<file path="config.mk">
export PLATFORM = sky130hd
export DESIGN_NAME = controller_reduce
export DESIGN_NICKNAME = d
export VERILOG_FILES = /design/src/rtl/controller_reduce_pkg.sv /design/src/rtl/controller_reduce.sv
export SDC_FILE = /design/constraint.sdc
export NUM_CORES = 1
export LEC_CHECK = 0
export ABC_AREA = 1
export BUFFER_PORTS_ARGS = -buffer_cell sky130_fd_sc_hd__buf_2
export CORE_ASPECT_RATIO = 1.25
export CORE_MARGIN = 2
export CORE_UTILIZATION = 50
export DETAILED_ROUTE_END_ITERATION = 6
export PLACE_DENSITY = 0.88
export SYNTH_ARGS = -nofsm -noshare
export SYNTH_HDL_FRONTEND = slang
export SYNTH_SLANG_ARGS = --single-unit
</file>
<file path="constraint.sdc">
create_clock -name Clock -period 1.9 [get_ports Clock]
set_input_delay 0.285 -clock Clock [delete_from_list [all_inputs] [get_ports Clock]]
set_output_delay 0.285 -clock Clock [all_outputs]
set_load 0.005 [all_outputs]
</file>
<file path="src/rtl/controller_reduce_pkg.sv">
// rtl/controller_reduce_pkg.sv - shared codes and state encoding for the reduction sequencer
package controller_reduce_pkg;

    localparam logic [1:0] RM_PREC  = 2'd0;
    localparam logic [1:0] RM_ALL   = 2'd1;
    localparam logic [1:0] RM_PAREN = 2'd2;

    localparam logic [2:0] RE_NONE      = 3'd0;
    localparam logic [2:0] RE_UNDERFLOW = 3'd1;
    localparam logic [2:0] RE_PAREN     = 3'd2;
    localparam logic [2:0] RE_OPFULL    = 3'd3;
    localparam logic [2:0] RE_ALU       = 3'd4;

    localparam int         CO_W  = 4;
    localparam logic [3:0] CO_AD = 4'h0;
    localparam logic [3:0] CO_SB = 4'h1;
    localparam logic [3:0] CO_ML = 4'h2;
    localparam logic [3:0] CO_LP = 4'hE;

    typedef enum logic [3:0] {
        S_IDLE,
        S_CHECK,
        S_POP_B,
        S_POP_A,
        S_EXEC,
        S_WAIT,
        S_PUSH,
        S_PUSH_OP,
        S_DONE,
        S_ERR
    } state_t;

endpackage

</file>
<file path="src/rtl/controller_reduce.sv">
// rtl/controller_reduce.sv - operator-stack reduction sequencer driving stacks, ALU and precedence ROM
module controller_reduce
    import controller_reduce_pkg::*;
#(
    parameter int DW = 8,
    parameter int OW = CO_W
) (
    input  logic          Clock,
    input  logic          Reset,
    input  logic          start,
    input  logic [1:0]    mode,
    input  logic [OW-1:0] in_op,
    output logic          busy,
    output logic          done,
    output logic          err,
    output logic [2:0]    err_code,
    output logic [OW-1:0] pr_A,
    output logic [OW-1:0] pr_B,
    input  logic          pr_res,
    input  logic [OW-1:0] op_data,
    input  logic          op_empty,
    input  logic          op_full,
    output logic          op_pop,
    output logic          op_push,
    output logic [OW-1:0] op_wdata,
    input  logic [DW-1:0] dt_data,
    input  logic          dt_empty,
    output logic          dt_pop,
    output logic          dt_push,
    output logic [DW-1:0] dt_wdata,
    output logic          al_start,
    output logic [OW-1:0] al_op,
    output logic [DW-1:0] al_A,
    output logic [DW-1:0] al_B,
    input  logic          al_done,
    input  logic          al_err,
    input  logic [DW-1:0] al_C
);

    localparam logic [OW-1:0] OP_AD = OW'(CO_AD);
    localparam logic [OW-1:0] OP_LP = OW'(CO_LP);

    state_t        state_q, state_d;
    logic [1:0]    mode_q, mode_d;
    logic [OW-1:0] in_op_q, in_op_d;
    logic [OW-1:0] op_q, op_d;
    logic [DW-1:0] a_q, a_d;
    logic [DW-1:0] b_q, b_d;
    logic [DW-1:0] c_q, c_d;
    logic [2:0]    err_code_q, err_code_d;

    always_ff @(posedge Clock) begin
        if (!Reset) begin
            state_q    <= S_IDLE;
            mode_q     <= RM_PREC;
            in_op_q    <= '0;
            op_q       <= '0;
            a_q        <= '0;
            b_q        <= '0;
            c_q        <= '0;
            err_code_q <= RE_NONE;
        end else begin
            state_q    <= state_d;
            mode_q     <= mode_d;
            in_op_q    <= in_op_d;
            op_q       <= op_d;
            a_q        <= a_d;
            b_q        <= b_d;
            c_q        <= c_d;
            err_code_q <= err_code_d;
        end
    end

    always_comb begin
        state_d    = state_q;
        mode_d     = mode_q;
        in_op_d    = in_op_q;
        op_d       = op_q;
        a_d        = a_q;
        b_d        = b_q;
        c_d        = c_q;
        err_code_d = err_code_q;
        done       = 1'b0;
        err        = 1'b0;
        pr_A       = OP_AD;
        pr_B       = OP_AD;
        op_pop     = 1'b0;
        op_push    = 1'b0;
        dt_pop     = 1'b0;
        dt_push    = 1'b0;
        al_start   = 1'b0;

        case (state_q)
            S_IDLE: begin
                if (start) begin
                    mode_d     = mode;
                    in_op_d    = in_op;
                    err_code_d = RE_NONE;
                    state_d    = S_CHECK;
                end
            end
            S_CHECK: begin
                pr_A = op_data;
                pr_B = in_op_q;
                if (op_empty) begin
                    if (mode_q == RM_PREC) begin
                        state_d = S_PUSH_OP;
                    end else if (mode_q == RM_PAREN) begin
                        err_code_d = RE_PAREN;
                        state_d    = S_ERR;
                    end else begin
                        state_d = S_DONE;
                    end
                end else if (op_data == OP_LP) begin
                    // '(' is a barrier: only a ')' reduction may consume it
                    if (mode_q == RM_PREC) begin
                        state_d = S_PUSH_OP;
                    end else if (mode_q == RM_PAREN) begin
                        op_pop  = 1'b1;
                        state_d = S_DONE;
                    end else begin
                        err_code_d = RE_PAREN;
                        state_d    = S_ERR;
                    end
                end else if (mode_q == RM_PREC && !pr_res) begin
                    state_d = S_PUSH_OP;
                end else begin
                    op_d    = op_data;
                    op_pop  = 1'b1;
                    state_d = S_POP_B;
                end
            end
            S_POP_B: begin
                if (dt_empty) begin
                    err_code_d = RE_UNDERFLOW;
                    state_d    = S_ERR;
                end else begin
                    b_d     = dt_data;
                    dt_pop  = 1'b1;
                    state_d = S_POP_A;
                end
            end
            S_POP_A: begin
                if (dt_empty) begin
                    err_code_d = RE_UNDERFLOW;
                    state_d    = S_ERR;
                end else begin
                    a_d     = dt_data;
                    dt_pop  = 1'b1;
                    state_d = S_EXEC;
                end
            end
            S_EXEC: begin
                al_start = 1'b1;
                state_d  = S_WAIT;
            end
            S_WAIT: begin
                if (al_done) begin
                    if (al_err) begin
                        err_code_d = RE_ALU;
                        state_d    = S_ERR;
                    end else begin
                        c_d     = al_C;
                        state_d = S_PUSH;
                    end
                end
            end
            S_PUSH: begin
                dt_push = 1'b1;
                state_d = S_CHECK;
            end
            S_PUSH_OP: begin
                if (op_full) begin
                    err_code_d = RE_OPFULL;
                    state_d    = S_ERR;
                end else begin
                    op_push = 1'b1;
                    state_d = S_DONE;
                end
            end
            S_DONE: begin
                done    = 1'b1;
                state_d = S_IDLE;
            end
            S_ERR: begin
                err     = 1'b1;
                state_d = S_IDLE;
            end
            default: state_d = S_IDLE;
        endcase

        // The reset cycle must not leak a strobe decoded from the stale state
        if (!Reset) begin
            done     = 1'b0;
            err      = 1'b0;
            pr_A     = OP_AD;
            pr_B     = OP_AD;
            op_pop   = 1'b0;
            op_push  = 1'b0;
            dt_pop   = 1'b0;
            dt_push  = 1'b0;
            al_start = 1'b0;
        end
    end

    assign busy     = Reset && (state_q != S_IDLE) && (state_q != S_DONE) && (state_q != S_ERR);
    assign err_code = err_code_q;
    assign op_wdata = in_op_q;
    assign dt_wdata = c_q;
    assign al_op    = op_q;
    assign al_A     = a_q;
    assign al_B     = b_q;

endmodule

</file>
==> PnR_summary.wiki, run 1 <==
{| class="wikitable"
! Metric !! Value
|-
| Kind of cell adding the most delay to the critical path || flip-flops
|-
| Sequential element share of the synthesized area || between 40 and 50%
|-
| Max capacitance violation total || 0
|-
| Routed wire length || between 4000 and 5000 um
|-
| Worst-path clk slew || about 80 ps
|-
| Worst vdd ir || 0.779 mV
|-
| Synthesis-stage register bit count || 41
|-
| Crit path depth || 6
|-
| Total routing resource utilization after global routing || around 23%
|-
| Critical path class || reg -> out
|-
| Synth warnings || 0
|-
| Critical path buffer and inverter count || 2
|-
| Fin cells || about 410
|-
| Proportion of layout cells with a drive suffix above 1 || between 30% and 40%
|-
| Cell taking the most area after synthesis || dfxtp_1
|-
| Area Growth Syn to Fin || 32.2%
|-
| Number of inserted diodes || 0
|-
| Post-route clock period utilization || between 90% and 100%
|-
| Number of enable-type register cells in the synthesized netlist || 0
|-
| Placed cell count || around 400
|-
| Crit. End Element || primary output
|-
| Number of cell instances on the worst register-to-register path || 7
|-
| Origin of the critical flop-to-flop path || state_q[3]
|-
| Crit. Startpoint || state_q[1]
|-
| Final Max Slew Viols || 0
|-
| Relative max-transition margin || between 70 and 80%
|-
| H-tree depth || 2
|-
| Antenna violations before repair || 0
|-
| Number of rows in the core area || 25
|-
| Vias in the first global route || 1822
|-
| Total leakage power || roughly 1.3 nW
|-
| Routability congestion estimate || 0.874
|-
| Worst min-delay path category || in -> reg
|-
| CP Data Arrival Time || between 1000 and 1500 ps
|-
| Drt drc || 0
|-
| Filler Cells Inserted || roughly 340
|-
| Result of the run || completed
|-
| Startpoint types || register
|-
| Starting density of the core || 51.1%
|-
| Die Width || around 60 um
|-
| Maximum cell stage delay along the critical path || 520 ps
|-
| Unrepaired setup endpoints after global routing || true
|-
| Data required time at the worst endpoint || about 1600 ps
|-
| Pwr Total || 0.00308 W
|-
| Leading post-synthesis cells by cell area || dfxtp_1, nor2_1, inv_1, a21oi_1, o21ai_0
|-
| Worst Tran Pin Value || 398 ps
|-
| Layout net count || 400
|-
| Count of input and output buffers || 85
|-
| Number of antenna-violating nets in the routed design || 0
|-
| Mapped Nets || a little over 300
|-
| Final hold violation count || 0
|-
| Critical path fanouts, max || 9
|-
| Chip height || approximately 73 um
|-
| Most used standard cell by instance count after synthesis || nor2_1
|-
| IO Count || 86
|-
| Flop-to-flop setup slack || just under 300 ps
|-
| Drt via density || ~5.1
|-
| Ratio of total power to cell area || 1230 mW/mm^2
|-
| Per-cell routed wire length || roughly 12 um
|-
| Number of library cell types mapped by synthesis || 24
|-
| Overflow after GRT || 0
|-
| CTS Buffer Depth || 2
|-
| Final critical delay including setup and external delays || ~1800 ps
|-
| DR pass1 iterations || 4
|-
| Total clock sinks || 41
|-
| Insertion delay of the later-clocked pin in the worst-skew pair || about 300 ps
|-
| Number of failing setup endpoints in the final timing report || 0
|-
| Slowest cell on the critical path || dfxtp_1
|-
| Area share of the leading cell type in the synthesized netlist || 43.2%
|-
| Peak Freq || 569 MHz
|-
| Share of synthesized flip-flops with an asynchronous set or reset || 0%
|-
| Clock Tree Root || clkbuf_8
|-
| RR Endpoint || al_B[7]
|-
| Top cells by count, synth || nor2_1, dfxtp_1, inv_1, nand2_1
|-
| Core Area || 0.00372 sq mm
|-
| DIE AREA || 0.00432 sq mm
|-
| Total CTS buffers || 5
|-
| Worst Setup EP || op_pop
|-
| CP cell instances || nor2_8 -> nand2_4 -> clkinvlp_4 -> nand2_4 -> nor2_1 -> buf_2
|-
| Most frequently used flop master after synthesis || dfxtp_1
|-
| Post-Synthesis Mean Instance Area || around 7 sq um
|-
| Number of cells produced by synthesis || ~280
|-
| Dominant cell type by count on the critical path || nand2_4
|-
| Post-Syn Area || about 0.0019 sq mm
|-
| Clock tree from TritonCTS || done
|-
| Worst Clk Skew || approximately 7.4 ps
|-
| Wire length of the first global-routing pass || 7420 um
|-
| Detailed placement HPWL || about 3600 um
|-
| Overall via count from detail_route || approximately 2100
|-
| Iteration-0 DRC count of the detailed router || 52
|-
| Pin count of the biggest net entering global routing || 31
|}
## layout make-up
class	count	area, sq um	share of cell area (%)
flip-flops and latches	41	822	32.7
repair buffers	90	463	18.4
multi-input cells	183	895	35.6
clock inverters	3	46.3	1.84
inverters	44	169	6.72
well taps	40	50.0	1.99
clock buffers	5	68.8	2.74
## tightest hold or removal path, cell delays in order
cell	delay [ps]
buf_2	90
nor2_1	40
nor2_1	80
## worst min-delay path by stage
stage                           from  slack [ps]      end  cells after the start
after global routing      dt_data[6]         240  al_B[6]                      3
after CTS                 dt_data[0]         220  al_B[0]                      3
after global placement       al_A[7]         430  al_A[7]                      2
final                     dt_data[0]         220  al_B[0]                      3
after floorplan           dt_data[0]         420  al_B[0]                      2
after detailed placement     al_A[6]         440  al_A[6]                      2
## logic make-up (layout without fill, tap and decap cells)
kind of cell | after synthesis | in the layout | share of synthesized area [%]
buffers and inverters | 51 | 142 | 10.3
AOI/OAI and AO/OA | 60 | 60 | 16.1
and+or+nand+nor | 123 | 123 | 30.5
DFF | 41 | 41 | 43.2
## layout by cell type, fill, tap and decap left out, drive strengths merged
master	instances
clkbuf	5
a31oi	1
nand4	3
nand2	40
clkinvlp	2
nand3b	2
o21ai	29
nor3	6
dfxtp	41
clkinv	2
nand3	20
nor4	2
o2111ai	1
bufinv	1
buf	90
nor2	50
a21oi	29
inv	42
## metrics by stage
stage / utilization (%) / setup slack, ps / hold slack (ps) / setup TNS, ps / instance area [sq um]
floorplan: - / 504 / 420 / 0 / 1900
global placement: 63.6 / 303 / 427 / 0 / 2370
detailed placement: 63.6 / 249 / 435 / 0 / 2370
CTS: 66.8 / 68.6 / 216 / 0 / 2490
global route: 67.5 / -4.24 / 237 / -5.43 / 2510
finish: 67.5 / 143 / 219 / 0 / 2510
## per-layer routing
metal  up-vias  part of all wire, %  global-route usage [%]  routed length (um)
li1       1067                    -                       -                   -
met1       931                   40                    22.6                1880
met2        66                   51                    42.2                2420
met3         9                  6.3                    6.21                 295
met4         0                  2.2                    10.6                 101
met5         -                    0                       0                   0
## registers in the layout, summed over array words and instances (netlist names)
register / cells
state_q: 4
dt_wdata: 8
op_wdata: 4
mode_q: 2
al_op: 4
al_A: 8
al_B: 8
err_code: 3
## where the power goes
group	switching, W	internal [W]	leakage (nW)
sequential	0.000112	0.00102	0.334
clock	0.000324	0.000393	0.0543
combinational	0.000764	0.000469	0.921
total	0.00120	0.00188	1.31
## timing repair
action                                  in CTS  in global routing
pin swaps                                    0                  1
gates cloned                                 0                  0
gates resized for setup                      2                  3
hold buffers                                 0                  0
buffers inserted                             0                  2
endpoints found under the hold margin        0                  0
endpoints found under the setup margin       9                  9
No activity file was read; power rests on OpenSTA's default activity.
==> inputs of run 2 (changes only) <==
--- a/config.mk
+++ b/config.mk
@@ -6,12 +6,13 @@
 export NUM_CORES = 1
 export LEC_CHECK = 0
 export ABC_AREA = 1
-export BUFFER_PORTS_ARGS = -buffer_cell sky130_fd_sc_hd__buf_2
 export CORE_ASPECT_RATIO = 1.25
 export CORE_MARGIN = 2
-export CORE_UTILIZATION = 50
+export CORE_UTILIZATION = 66
+export CTS_BUF_LIST = sky130_fd_sc_hd__clkbuf_16
 export DETAILED_ROUTE_END_ITERATION = 6
-export PLACE_DENSITY = 0.88
+export DONT_BUFFER_PORTS = 1
+export PLACE_DENSITY = 0.86
 export SYNTH_ARGS = -nofsm -noshare
 export SYNTH_HDL_FRONTEND = slang
 export SYNTH_SLANG_ARGS = --single-unit
==> run 2 against run 1 <==
  * Clock power grew 31%
  * Global-route usage grew 4.8 points
  * Sequential share of layout area grew 6.5 points
  * Sequential cell count is the same
  * Worst hold slack lost 96 ps
  * Final area shrank 17%
  * Combinational power shrank 19%
  * Critical path depth shrank 1
==> PnR_summary.wiki, run 2 (synthesis results as in run 1) <==
{| class="wikitable"
! Metric !! Value
|-
| Result of the run || completed
|-
| Global-route met2 utilization || between 40% and 50%
|-
| Layout Utilization || slightly below 80%
|-
| Crit. End Element || primary output
|-
| Relative contribution of sequential cells to total power || 37.6%
|-
| Final Max Slew Viols || 0
|-
| Sw Pwr || 0.00115 W
|-
| Sink of the worst hold path || err_code[2]
|-
| Origin of the critical flop-to-flop path || state_q[1]
|-
| Pin count of the biggest net entering global routing || 32
|-
| Min-delay src || Reset
|-
| Area of the multi-input gates || between 800 and 900 sq um
|-
| Internal power of the cells || about 0.0020 W
|-
| Worst Clk Skew || between 4 and 5 ps
|-
| Iteration-0 DRC count of the detailed router || 58
|-
| Clock Tree Root || clkbuf_16
|-
| Cell area after layout || 0.00210 sq mm
|-
| Worst min-delay path category || in -> reg
|-
| RR Endpoint || al_A[6]
|-
| Number of antenna-violating nets in the routed design || 0
|-
| Global routing's busiest layer || met2
|-
| Total CTS buffers || 5
|-
| Met1 track demand over resource || slightly above 30%
|-
| Clock group share of total power || between 30 and 40%
|-
| Data required time at the worst endpoint || around 1600 ps
|-
| Drt drc || 0
|-
| Layout net count || between 300 and 400
|-
| Critical path fanouts, max || 9
|-
| Final critical delay including setup and external delays || 1750 ps
|-
| Total negative setup slack || 0 ps
|-
| Max capacitance violation total || 0
|-
| Insertion delay of the later-clocked pin in the worst-skew pair || 280 ps
|-
| Detailed placement HPWL || a little over 3000 um
|-
| DIE AREA || ~0.0033 sq mm
|-
| Clock tree from TritonCTS || done
|-
| IO Count || 86
|-
| Cell Area, Placed || approximately 0.0019 sq mm
|-
| Overall via count from detail_route || roughly 1800
|-
| Vias in the first global route || roughly 1700
|-
| Die Width || ~52 um
|-
| Routability congestion estimate || 0.897
|-
| GR Layer Usage met3 || under 10%
|-
| Total routing resource utilization after global routing || 27.4%
|-
| Area of all sequential standard cells || 822 sq um
|-
| DR pass1 iterations || 4
|-
| Number of rows in the core area || 21
|-
| Post-CTS setup-driven buffer insertion count || 0
|-
| CTS Buffer Depth || 2
|-
| Relative max-transition margin || ~64%
|-
| Overflow after GRT || 0
|-
| Count of input and output buffers || 0
|-
| Starting density of the core || 70.3%
|-
| Critical path class || reg -> out
|-
| Most frequent cells in the layout || nor2_1, inv_1, dfxtp_1
|-
| CP Data Arrival Time || roughly 1500 ps
|-
| Final hold violation count || 0
|-
| Filler Cells Inserted || just over 200
|-
| Number of failing setup endpoints in the final timing report || 0
|-
| Worst vdd ir || 1.14 mV
|-
| Switching power as a share of total power || a little under two fifths
|-
| Drt via density || ~5.7
|-
| Number of cell instances on the worst register-to-register path || 5
|-
| Comb pwr share || between 30% and 40%
|-
| Number of inserted diodes || 0
|-
| Post-route clock period utilization || slightly above 90%
|-
| Per-cell routed wire length || 13.7 um
|-
| Antenna violations before repair || 0
|-
| Routed wire length || roughly 4300 um
|-
| Worst-path clk slew || 60 ps
|-
| H-tree depth || 2
|-
| Peak Freq || 572 MHz
|-
| Core Area || approximately 0.0027 sq mm
|-
| Total clock sinks || between 40 and 50
|-
| Area Growth Syn to Fin || 10.3%
|-
| Min-Delay Path Depth || 2
|-
| Total leakage power || 0.910 nW
|-
| Most common cell after layout, fill and taps aside || nor2_1
|-
| Proportion of layout cells with a drive suffix above 1 || just over 8%
|-
| Worst Tran Pin Value || 534 ps
|-
| Unrepaired setup endpoints after global routing || false
|-
| CTS Hold Buffers Added || 0
|-
| Flop-to-flop setup slack || about 300 ps
|-
| Chip height || 64.0 um
|-
| Startpoint types || register
|-
| Wire length of the first global-routing pass || just under 7000 um
|-
| Minimum hold slack || ~120 ps
|-
| Ratio of total power to cell area || approximately 1500 mW/mm^2
|}
-- run 2: critical path, stage by stage, from the launching register on --
cell	delay, ps
dfxtp_1	370
nor2_4	220
nand2_4	100
inv_1	150
nand2_2	160
nor2_1	180
-- run 2: cell type report --
class / instances / share of cell area [%]
clock buffers: 5 / 5.96
clock inverters: 3 / 1.97
flip-flops and latches: 41 / 39.2
well taps: 34 / 2.03
multi-input cells: 183 / 42.3
repair buffers: 2 / 0.716
inverters: 44 / 7.87
-- run 2: worst max path at each step --
stage	start	to	slack, ps	cells after the start
2_1_floorplan	state_q[0]	op_pop	500	6
3_3_place_gp	state_q[0]	op_pop	340	6
3_5_place_dp	state_q[0]	op_pop	300	6
4_1_cts	state_q[0]	op_pop	90	6
5_1_grt	state_q[3]	pr_A[0]	60	5
6_report	state_q[3]	op_pop	150	5
-- run 2: stage by stage --
| stage | power [W] | setup slack [ps] | std cells |
|---|---|---|---|
| 5_1_grt | 0.00330 | 58.7 | 312 |
| 2_1_floorplan | 0.00197 | 504 | 275 |
| 4_1_cts | 0.00310 | 89.5 | 312 |
| 6_report | 0.00311 | 153 | 312 |
| 3_3_place_gp | 0.00212 | 344 | 304 |
| 3_5_place_dp | 0.00216 | 301 | 304 |
-- run 2: power groups by stage --
stage	clock (W)	combinational, W	sequential, W
detailed placement	0	0.000971	0.00118
finish	0.000941	0.00100	0.00117
floorplan	0	0.000819	0.00115
CTS	0.000946	0.000987	0.00117
global route	0.000975	0.00114	0.00119
global placement	0	0.000942	0.00118
-- run 2: per-layer routing --
| metal | part of all wire, % | up-vias |
|---|---|---|
| met5 | 0 | - |
| met4 | 1.7 | 0 |
| met3 | 8.4 | 10 |
| met2 | 50 | 82 |
| met1 | 40 | 786 |
| li1 | - | 889 |
-- run 2: timing repair --
| action | 4_1_cts | 5_1_grt |
|---|---|---|
| endpoints found under the hold margin | 0 | 0 |
| resized for setup | 1 | 1 |
| pin swaps | 0 | 0 |
| endpoints found under the setup margin | 1 | 8 |
